### src/rtl/req_encoder_4to2.sv
// Collects one-bit request strobes into a pending mask and encodes them one at a time
// as a 2-bit index with a valid/ready handshake. Optional sticky overrun flag: REQ_ENC_OVERRUN_EN.
module req_encoder_4to2 #(
    parameter int RR_EN    = 1,   // 1 = round-robin, 0 = fixed priority (lowest index wins)
    parameter int PTR_INIT = 0    // reset value of the round-robin pointer, 0..3
) (
    input  logic       clk,
    input  logic       reset,
    input  logic [3:0] req,
    input  logic       ready,
    output logic       valid,
    output logic [1:0] idx,
    output logic [3:0] pending
`ifdef REQ_ENC_OVERRUN_EN
    ,
    output logic       overrun,
    input  logic       overrun_clr
`endif
);

    localparam logic [1:0] PTR_RST = PTR_INIT[1:0];

    logic [1:0] ptr;
    logic [1:0] base;
    logic [1:0] cand;
    logic [1:0] win;
    logic       found;
    logic       load;
    logic       has_pending;
    logic [3:0] clr;
    logic [3:0] pending_next;

    assign load        = !valid || ready;
    assign has_pending = |pending;

    // Fixed priority is the same scan as round-robin, just always starting at line 0.
    // NOTE: every signal written here gets a default first, so no path leaves it unassigned
    // and no latch is inferred.
    always_comb begin
        base  = (RR_EN != 0) ? ptr : 2'd0;
        cand  = 2'd0;
        win   = base;
        found = 1'b0;
        for (int k = 0; k < 4; k++) begin
            cand = base + 2'(k);
            if (!found && pending[cand]) begin
                win   = cand;
                found = 1'b1;
            end
        end
    end

    always_comb begin
        clr = 4'b0000;
        if (load && has_pending) begin
            clr = 4'b0001 << win;
        end
        // Set wins over clear: a strobe arriving on the granted line re-arms it.
        pending_next = (pending & ~clr) | req;
    end

    // NOTE: sequential state uses non-blocking assignments so every register samples
    // the pre-edge values, independent of statement order.
    always_ff @(posedge clk or posedge reset) begin
        if (reset) begin
            pending <= 4'b0000;
            valid   <= 1'b0;
            idx     <= 2'b00;
            ptr     <= PTR_RST;
        end else begin
            pending <= pending_next;
            if (load) begin
                if (has_pending) begin
                    valid <= 1'b1;
                    idx   <= win;
                    if (RR_EN != 0) begin
                        ptr <= win + 2'd1;
                    end
                end else begin
                    valid <= 1'b0;
                end
            end
        end
    end

`ifdef REQ_ENC_OVERRUN_EN
    logic overrun_set;

    // A strobe on a line that is already pending and not being granted is a lost event.
    assign overrun_set = |(req & pending & ~clr);

    always_ff @(posedge clk or posedge reset) begin
        if (reset) begin
            overrun <= 1'b0;
        end else if (overrun_set) begin
            overrun <= 1'b1;
        end else if (overrun_clr) begin
            overrun <= 1'b0;
        end
    end
`endif

endmodule

### config.mk
export PLATFORM = sky130hd
export DESIGN_NAME = req_encoder_4to2
export DESIGN_NICKNAME = d
export VERILOG_FILES = /design/src/rtl/req_encoder_4to2.sv
export SDC_FILE = /design/constraint.sdc
export NUM_CORES = 1
export LEC_CHECK = 0
export CORE_AREA = 4 4 41 43
export CTS_CLUSTER_DIAMETER = 60
export DETAILED_ROUTE_END_ITERATION = 8
export DIE_AREA = 0 0 45 47
export PLACE_DENSITY = 0.67
export REMOVE_ABC_BUFFERS = 1
export SLEW_MARGIN = 5
export SYNTH_ARGS = -nofsm -noshare
export SYNTH_HDL_FRONTEND = slang
export SYNTH_SLANG_ARGS = --single-unit
### constraint.sdc
create_clock -name clk -period 2.3 [get_ports clk]
set_input_delay 0.345 -clock clk [delete_from_list [all_inputs] [get_ports clk]]
set_output_delay 0.345 -clock clk [all_outputs]
set_load 0.005 [all_outputs]
==> metrics.cfg <==
[detailed_routing]
postRouteAntennaNets=0
drc_errors=0
via_per_inst=5.41
drt_iter0_drc=8
wl_per_cell_um=13.7
routed_wl_um=1120
dr.pass1.iters=4
vias=444

[floorplanning]
die_h_um=47
die_area_um2=2120
num_io_pins=14
initial_core_util=0.402
coreArea_um2=1300
dieWidth_um=45
row_count=13

[clocking]
clk_pin_slew_ns=0.06
clk_path_buf_depth=2
cts.hold.buffers_added=0
cts_tree=done
cts_root_buf=clkbuf_4
h-tree-depth=1
postCtsSetupBuffers=0
insertion_delay_ns=0.26
numCtsBuffers=3
cts_sinks=9
cts_resized=0

[critical_path]
reg2reg_depth=5
r2r-end=base[1]
r2r_slack_ns=0.50
crit_start=pending[3]
cp-start-kind=register
required_ns=2.45
end_kind=register
rr_startpoint=pending[3]
cp_data_arrival_time_ns=1.96
cp_max_fo=8
worstSetupPathType=register to register

[timing]
fin_worst_skew_ns=0.00552
rsz0062_at_grt=false
tns_ns=0
fin_crit_sh=0.785
tightest_slew_ns=0.383
whs_ns=0.338
fin_crit_ns=1.80
setup_violations=0
fmax_mhz=554
relSlewSlack=0.742
drv_slew=0
final_hold_viol_count=0

[place]
place_congestion=0.897
port_buffers=13
dp_hpwl_um=850

[power]
leakage_nw=0.292
irDropWorstVdd_uv=695
powerDensity_nw_per_um2=1210

[layout]
drive_gt1_frac=0.0896
antenna_cells=0
area_growth_pct=33.3
nets=79
fillers=136

[synthesis]
synth-edff-count=0
seq_area_frac_synth=0.431
syn_area_um2=523
synthFlopType=dfrtp_1
ys_types=25
ys_ff_latch=9
synth_cells=51
avgSynthCellArea_um2=10.3
yosys_warnings=0
synthArstFlopShare=1.00

[global_route]
grt_usage=0.128
grt_pass1_vias=433
grt_max_degree=10
grt_pass1_wl_um=1850
grt-ovfl-total=0
antenna_found_initial=0

[worst_hold_path]
worstHoldPathType=primary input to asynchronous set/reset pin

[outcome]
status=finished clean

[flow_run]
maxCapViolCount=0

[synthesized netlist by cell type (2+ instances only)]
cell type | count | share of area
nand2b_1 | 2 | 0.024
o21ai_0 | 2 | 0.019
dfrtp_1 | 9 | 0.43
a21o_1 | 4 | 0.057
o21bai_1 | 2 | 0.029
ha_1 | 4 | 0.096
nor2b_1 | 4 | 0.048
nand3_1 | 5 | 0.048
a21boi_0 | 2 | 0.029
a21oi_1 | 2 | 0.019
[registers in the layout (all words and copies together), names as in the netlist]
signal	flops
idx	2
base	2
pending	4
valid	1
[critical path, cell delays in order, from the launching register on]
cell and delay [ns]:
dfrtp_1 0.48, nor2b_1 0.11, o21ai_0 0.36, and3_1 0.26, ha_1 0.24, mux2_4 0.25
[cell type report]
cell class	instances	area [µm²]	area share
clock buffers	4	26.3	0.0377
inverters	1	3.75	0.00539
multi-input cells	39	285	0.409
flip-flops and latches	9	225	0.323
well taps	15	18.8	0.0269
repair buffers	14	138	0.197
[cell families (layout without fill, tap and decap cells)]
group / after synthesis / count (layout) / share of synthesized area
adders and majority gates: 4 / 4 / 0.0957
and+or+nand+nor: 18 / 18 / 0.199
DFF: 9 / 9 / 0.431
muxes: 1 / 1 / 0.0287
AOI/OAI and AO/OA: 16 / 16 / 0.222
buffers and inverters: 3 / 19 / 0.0239
[layout by cell type, fill, tap and decap left out]
| cell type | instances |
|---|---|
| nor3_1 | 1 |
| o21ai_0 | 2 |
| a21boi_0 | 2 |
| mux2_4 | 1 |
| inv_1 | 1 |
| nor2_1 | 1 |
| and3_1 | 1 |
| nand2b_1 | 2 |
| ha_1 | 4 |
| and2_4 | 1 |
| a31oi_1 | 1 |
| nand2_1 | 1 |
| a41oi_1 | 1 |
| buf_4 | 1 |
| clkbuf_4 | 3 |
| a41o_1 | 1 |
| nand3_1 | 5 |
| nor2b_1 | 4 |
| or4_1 | 1 |
| a21oi_1 | 2 |
| clkbuf_1 | 1 |
| a2111o_1 | 1 |
| a21o_1 | 4 |
| o21bai_1 | 2 |
| and2_1 | 1 |
| clkdlybuf4s50_1 | 13 |
| dfrtp_1 | 9 |
[routing by layer]
metal	wire (µm)	share of wire	GRT usage
met3	46	0.041	0.0345
met5	0	0	0
met1	538	0.48	0.154
met4	40	0.036	0.105
met2	498	0.44	0.192
[worst max path at each step]
stage	slack [ns]	end
floorplan	0.64	base[1]
global placement	0.57	base[1]
detailed placement	0.53	base[1]
CTS	0.52	base[1]
global route	0.39	base[1]
finish	0.50	base[1]
[metrics by stage]
stage	cell area (µm²)	instances	utilization	power, mW	setup slack (ns)
4_1_cts	697	82	0.536	0.854	0.517
3_5_place_dp	671	78	0.515	0.726	0.526
6_report	697	82	0.536	0.843	0.495
3_3_place_gp	671	78	0.515	0.726	0.567
5_1_grt	697	82	0.536	0.922	0.387
2_1_floorplan	514	49	-	0.557	0.636
[power breakdown]
group	total [mW]	internal [mW]	switching (mW)	leakage, nW
Sequential	0.297	0.222	0.0753	0.0926
Clock	0.125	0.0670	0.0581	0.0150
Combinational	0.421	0.244	0.177	0.185
Total	0.843	0.533	0.310	0.292
Note: power is estimated with default switching activity, not from simulation.
